`config.mk`:
```
export PLATFORM = sky130hd
export DESIGN_NAME = tdm_demux4
export DESIGN_NICKNAME = d
export VERILOG_FILES = /design/src/rtl/tdm_pkg.sv /design/src/rtl/tdm_demux4.sv
export SDC_FILE = /design/constraint.sdc
export NUM_CORES = 1
export LEC_CHECK = 0
export ABC_AREA = 1
export BUFFER_PORTS_ARGS = -buffer_cell sky130_fd_sc_hd__buf_4
export CAP_MARGIN = 10
export CORE_AREA = 5 5 78 80
export DETAILED_ROUTE_END_ITERATION = 6
export DIE_AREA = 0 0 83 85
export GPL_TIMING_DRIVEN = 1
export HOLD_SLACK_MARGIN = 0.06
export PLACE_DENSITY = 0.82
export SLEW_MARGIN = 20
export SYNTH_ARGS = -nofsm -noshare
export SYNTH_HDL_FRONTEND = slang
export SYNTH_SLANG_ARGS = --single-unit
```
`constraint.sdc`:
```
create_clock -name clk -period 1.4 [get_ports clk]
set_clock_uncertainty 0.1 [all_clocks]
set_input_delay 0.14 -clock clk [delete_from_list [all_inputs] [get_ports clk]]
set_output_delay 0.14 -clock clk [all_outputs]
set_load 0.005 [all_outputs]
```
`src/rtl/tdm_pkg.sv`:
```
// Shared types and constants for the TDM demultiplexer.
package tdm_pkg;

    // Number of interleaved channels carried in one frame.
    localparam int unsigned NUM_CH = 4;

    // Slot index within a frame.
    typedef logic [1:0] slot_t;

    // Framing state: HUNT waits for SOF, RUN tracks slot position.
    typedef enum logic {
        HUNT = 1'b0,
        RUN  = 1'b1
    } state_t;

    localparam slot_t SLOT_CH0 = 2'd0;
    localparam slot_t SLOT_CH1 = 2'd1;
    localparam slot_t SLOT_CH2 = 2'd2;
    localparam slot_t SLOT_CH3 = 2'd3;

endpackage : tdm_pkg

```
`src/rtl/tdm_demux4.sv`:
```
// Four-channel TDM demultiplexer: collects ch0..ch2 in shadow registers and
// publishes a full frame together with a one-cycle out_valid strobe when ch3
// arrives. Framing violations raise a one-cycle frame_err and resynchronise.
module tdm_demux4
    import tdm_pkg::*;
#(
    parameter int unsigned WIDTH = 8
) (
    input  logic             clk,
    input  logic             rst,
    input  logic             in_valid,
    input  logic [WIDTH-1:0] in_data,
    input  logic             in_sof,
    output logic [WIDTH-1:0] o0,
    output logic [WIDTH-1:0] o1,
    output logic [WIDTH-1:0] o2,
    output logic [WIDTH-1:0] o3,
    output logic             out_valid,
    output logic [1:0]       slot,
    output logic             locked,
    output logic             frame_err
);

    state_t           state_q,     state_d;
    slot_t            slot_q,      slot_d;
    logic [WIDTH-1:0] sh0_q,       sh0_d;
    logic [WIDTH-1:0] sh1_q,       sh1_d;
    logic [WIDTH-1:0] sh2_q,       sh2_d;
    logic [WIDTH-1:0] o0_q,        o0_d;
    logic [WIDTH-1:0] o1_q,        o1_d;
    logic [WIDTH-1:0] o2_q,        o2_d;
    logic [WIDTH-1:0] o3_q,        o3_d;
    logic             out_valid_q, out_valid_d;
    logic             frame_err_q, frame_err_d;

    // State register with synchronous reset.
    always_ff @(posedge clk) begin
        if (rst) begin
            state_q     <= HUNT;
            slot_q      <= SLOT_CH0;
            sh0_q       <= '0;
            sh1_q       <= '0;
            sh2_q       <= '0;
            o0_q        <= '0;
            o1_q        <= '0;
            o2_q        <= '0;
            o3_q        <= '0;
            out_valid_q <= 1'b0;
            frame_err_q <= 1'b0;
        end else begin
            state_q     <= state_d;
            slot_q      <= slot_d;
            sh0_q       <= sh0_d;
            sh1_q       <= sh1_d;
            sh2_q       <= sh2_d;
            o0_q        <= o0_d;
            o1_q        <= o1_d;
            o2_q        <= o2_d;
            o3_q        <= o3_d;
            out_valid_q <= out_valid_d;
            frame_err_q <= frame_err_d;
        end
    end

    // Next-state logic: slot tracking, shadow capture and frame publish.
    always_comb begin
        state_d     = state_q;
        slot_d      = slot_q;
        sh0_d       = sh0_q;
        sh1_d       = sh1_q;
        sh2_d       = sh2_q;
        o0_d        = o0_q;
        o1_d        = o1_q;
        o2_d        = o2_q;
        o3_d        = o3_q;
        out_valid_d = 1'b0;
        frame_err_d = 1'b0;

        if (in_valid) begin
            unique case (state_q)
                HUNT: begin
                    if (in_sof) begin
                        sh0_d   = in_data;
                        slot_d  = SLOT_CH1;
                        state_d = RUN;
                    end
                end
                RUN: begin
                    if (in_sof) begin
                        // SOF at slot 0 is nominal; elsewhere it restarts the
                        // frame, dropping the partial one with an error.
                        if (slot_q != SLOT_CH0) begin
                            frame_err_d = 1'b1;
                        end
                        sh0_d  = in_data;
                        slot_d = SLOT_CH1;
                    end else begin
                        unique case (slot_q)
                            SLOT_CH0: begin
                                frame_err_d = 1'b1;
                                slot_d      = SLOT_CH0;
                                state_d     = HUNT;
                            end
                            SLOT_CH1: begin
                                sh1_d  = in_data;
                                slot_d = SLOT_CH2;
                            end
                            SLOT_CH2: begin
                                sh2_d  = in_data;
                                slot_d = SLOT_CH3;
                            end
                            SLOT_CH3: begin
                                o0_d        = sh0_q;
                                o1_d        = sh1_q;
                                o2_d        = sh2_q;
                                o3_d        = in_data;
                                out_valid_d = 1'b1;
                                slot_d      = SLOT_CH0;
                            end
                            default: ;
                        endcase
                    end
                end
                default: begin
                    state_d = HUNT;
                    slot_d  = SLOT_CH0;
                end
            endcase
        end
    end

    assign o0        = o0_q;
    assign o1        = o1_q;
    assign o2        = o2_q;
    assign o3        = o3_q;
    assign out_valid = out_valid_q;
    assign frame_err = frame_err_q;
    assign slot      = slot_q;
    assign locked    = (state_q == RUN);

endmodule : tdm_demux4

```
* Word level (Yosys, flattened, before mapping)
Index checks and enable logic that the tools add are counted.
Widths: inputs -> output; s select.
** Storage, ports and cells
- Register bits :: 61
- Logic and storage cells :: 41
- Output and inout bits :: 37
- Bits of input ports :: 12
** Cells by class
- Bitwise gates (word level) :: 3
- Reduce and logical (&&, ||, !) cells :: 10
- Multiplexer cells :: 13
- Equal/unequal tests :: 4
** Operators with widths (number)
- $reduce_and 4->1 :: 3
- $mux 8 :: 1
- $mux 1 :: 7
- $pmux 2 s3 :: 1
- $eq 2x2->1 const B :: 2
- $mux 2 :: 2
- $pmux 2 s2 :: 1
- $reduce_and 2->1 :: 2
- $reduce_or 4->1 :: 1
- $not 1->1 :: 3
- $reduce_or 3->1 :: 1
- $eq 2x1->1 const B :: 1
- $logic_not 2->1 :: 1
- $ne 2x2->1 const B :: 1
- $pmux 1 s2 :: 1
- $reduce_bool 2->1 :: 1
- $reduce_or 2->1 :: 1

* Logic depth before layout (Yosys ltp)
- Depth in word-level cells :: 5
- Mapped depth :: 7
- Gate-level depth less buffers :: 7

* Worst setup path after synthesis
OpenSTA, ideal clock, no wires.
- Path type :: flip-flop to flip-flop
- Start point :: register slot_q[0] (netlist: slot[0])
- End point :: register o0_q[2] (netlist: o0[2])
- Setup slack :: 0.053 ns
- Library setup time :: 0.113 ns
- Path buffers :: 1
- Data arrival time :: 1.134 ns
- Clock period less this slack :: 1.347 ns
- Required time :: 1.187 ns
- Stages on the path, launching flop included :: 8
- Cells stage by stage :: dfxtp_1 -> ha_1 -> inv_1 -> nor2_1 -> buf_2 -> nand3_1 -> nand2_1 -> nor2_1
** On the way
- Cells in the longest elaborated chain, start to end :: 2
** Ends and longest elaborated chain
- start: declaration :: line tdm_demux4.sv:25 : slot_t slot_q, slot_d;
- start signal: assignment :: line tdm_demux4.sv:52 : slot_q <= slot_d;
- $eq 2x2->1 :: line tdm_demux4.sv:98 : unique case (slot_q)
- $reduce_and 4->1 (no source line)
- end signal: assignment :: line tdm_demux4.sv:44 : o0_q <= '0;
- end signal: assignment :: line tdm_demux4.sv:56 : o0_q <= o0_d;
- end: declaration :: line tdm_demux4.sv:29 : logic [WIDTH-1:0] o0_q, o0_d;
Every way passes these cells.
A chain may end at the register's enable or synchronous reset.

* Worst setup path after layout
- Start point :: register slot_q[0] (netlist: slot[0])
- End point :: register o0_q[4] (netlist: o0[4])
The elaborated chain is that of the path after synthesis.

==> impl_results.md <==
* Status: finished clean
* CTS H-tree lvls at 3
* Final net count at 435
* Die Span Y at 85 um
* Residual DRC at 0
* Sequential Power Share at 49.9%
* Power share of the clock group at 43.6%
* Total track usage at 16.8%
* CP peak stage delay at 370 ps
* CP max-delay cell: dfxtp_2
* Power Dens Cells at 1070 nW/um^2
* Max cap viols at 0
* Crit path capture type: flop
* First-pass GRT wire length at 9580 um
* Final period util at 96.5%
* Clk sinks at 61
* Worst min path class: primary input to flop
* Distinct cells, synth at 18
* Vias at 2334
* Worst slack at placement at 27.9 ps
* Maximum clock insertion buffer count at 2
* Final Util at 62.1%
* Initial core utilization at 47.3%
* DRT antenna net count at 0
* Main combinational cell family by area after synthesis: simple AND/OR/NAND/NOR gates
* Maximum fanout along the worst path at 32
* CP arrival at 1500 ps
* Die W at 83 um
* Mux contribution to synthesized area at 0%
* Sum of negative setup slack at 0 ps
* Die area at 7060 um^2
* Commonest non-fill, non-tap cell in the layout: nor2_1
* Antenna Cells at 0
* Post-Synth Simple-Gate Area at 35.0%
* Initial antenna violation count at 0
* Synth Area in Compound Gates at 3.76%
* Worst Tran Pin Value at 571 ps
* Final setup fails at 0
* I/O Buffers at 48
* Peak supply drop at 0.573 mV
* CTS tree: yes
* Ports at 49
* Int Pwr at 2.71 mW
* Syn avg cell area at 7.06 um^2
* Number of core rows at 27
* Power share of the combinational group at 6.4%
* Post-Syn Nets at 375
* Post-synthesis xor/xnor area fraction at 0%
* Fin worst setup slack at 49.2 ps
* Crit Path Category: flop to flop
* Final worst path period need at 1350 ps
* Worst hold slack at 65.7 ps
* Mapped Area at 2530 um^2
* Final Max Tran Viols at 0
* Final Hold Viols at 0
* Syn Inst Count at 358
* Initial drt markers at 134
* Clk_lat worst skew at 350 ps
* Leak at 1.43 nW
* Area grow syn2layout at 31.2%
* Rel. slew slack at 61.9%
* Vias in the first global route at 2204
* Switching power total at 0.821 mW
* RSZ-0062 raised after global routing: true
* Total gr overflow at 0
* Number of CTS-inserted buffers at 9
* WL final at 5700 um
* Placer Congestion at 0.801
* F_max at 0.740 GHz
* Post-synthesis sequential area ratio at 48.3%
* Drt first pass iters at 5
* Warnings, synthesis at 0
* Pin count of the biggest net entering global routing at 39
* Detailed Place HPWL at 3780 um
* Crit-path cells: ha_1, inv_1, nor2_2, buf_12, nand3_1, nand2_1, nor2_1
* Startpoint Class: flop
* Wire per inst at 11.5 um
* Switching Share at 23.2%
* Synth Area in Adders at 2.48%
* Core Area at 5340 um^2
* #FFs+latches synth at 61
* Most frequent cells in the layout: nor2_1, dfxtp_1, nand2_1, buf_4, nand3_1
* CTS root buf: clkbuf_8
* Ratio of cells with drive above 1 in the final layout at 19.6%
* Critical path required time at 1550 ps
* Routed vias/inst at 4.72
* Reg clk slew, reported paths at 70 ps
cells in the mapped netlist:
cell | n | share of area, %
buf_4 | 1 | 0.30
ha_1 | 5 | 2.5
nor2_1 | 100 | 15
nand2_1 | 57 | 8.5
clkbuf_1 | 2 | 0.30
nor2_4 | 1 | 0.45
o21ai_0 | 8 | 1.6
nor2_2 | 2 | 0.50
buf_2 | 12 | 2.4
dfxtp_1 | 61 | 48
buf_6 | 3 | 1.3
inv_1 | 38 | 5.6
nor3_1 | 2 | 0.40
inv_2 | 2 | 0.30
nand2_2 | 1 | 0.25
nand3_1 | 51 | 10
buf_1 | 1 | 0.15
a21oi_1 | 11 | 2.2
per-stage QoR:
stage / cell area (um^2) / power, mW / instances
floorplan: 2530 / 1.93 / 358
global placement: 2980 / 1.99 / 468
detailed placement: 2980 / 2.00 / 468
CTS: 3290 / 3.55 / 495
global route: 3310 / 3.66 / 495
finish: 3310 / 3.53 / 495
logic make-up after synthesis:
group | count (synthesis)
AO/OA/AOI/OAI | 19
flip-flops | 61
AND/OR/NAND/NOR | 214
adder cells (fa/ha/maj) | 5
buffers and inverters | 59
critical path: cells and delay by family (launching register included):
| family | cells | cell delay, ps |
|---|---|---|
| and+or+nand+nor | 4 | 320 |
| buffers and inverters | 2 | 250 |
| DFF | 1 | 370 |
| adders and majority gates | 1 | 190 |
power groups by stage:
stage / sequential [mW] / combinational [mW] / clock (mW)
final: 1.76 / 0.228 / 1.54
after global routing: 1.77 / 0.257 / 1.63
after CTS: 1.76 / 0.223 / 1.57
after detailed placement: 1.80 / 0.198 / 0
after global placement: 1.80 / 0.194 / 0
after floorplan: 1.80 / 0.128 / 0
flip-flops by register name, summed over array words and instances, names as in the netlist, 2 cells and up:
signal	flops
o0	8
o1	8
o2	8
o3	8
sh0_q	8
sh1_q	8
sh2_q	8
slot	2
final timing paths:
path              cells past startpoint  endpoint      from  slack (ps)
setup reg to reg                      7     o0[4]   slot[0]          50
setup / recovery                      7     o0[4]   slot[0]          50
hold / removal                        4   slot[1]    in_sof          70
hold reg to reg                       2  sh0_q[4]  sh0_q[4]         350
timing repair:
action,CTS,global route
endpoints found under the hold margin,18,0
setup buffers,0,0
setup endpoints to repair,0,48
resized for setup,0,8
hold buffers,11,0
layout make-up:
cell class / instances / area, um^2
fillers: 525 / 2020
flip-flops and latches: 61 / 1220
multi-input cells: 238 / 1070
repair buffers: 68 / 588
inverters: 40 / 150
clock buffers: 12 / 145
well taps: 72 / 90.1
clock inverters: 4 / 47.5
layer usage:
| metal | up-vias | share of wire [%] | global-route usage, % |
|---|---|---|---|
| met5 | - | 0 | 0 |
| met4 | 0 | 3.1 | 11.6 |
| met3 | 17 | 5.2 | 3.40 |
| met2 | 54 | 49 | 28.9 |
| met1 | 1045 | 42 | 18.6 |
| li1 | 1218 | - | - |
(Power assumes the default switching activity.)
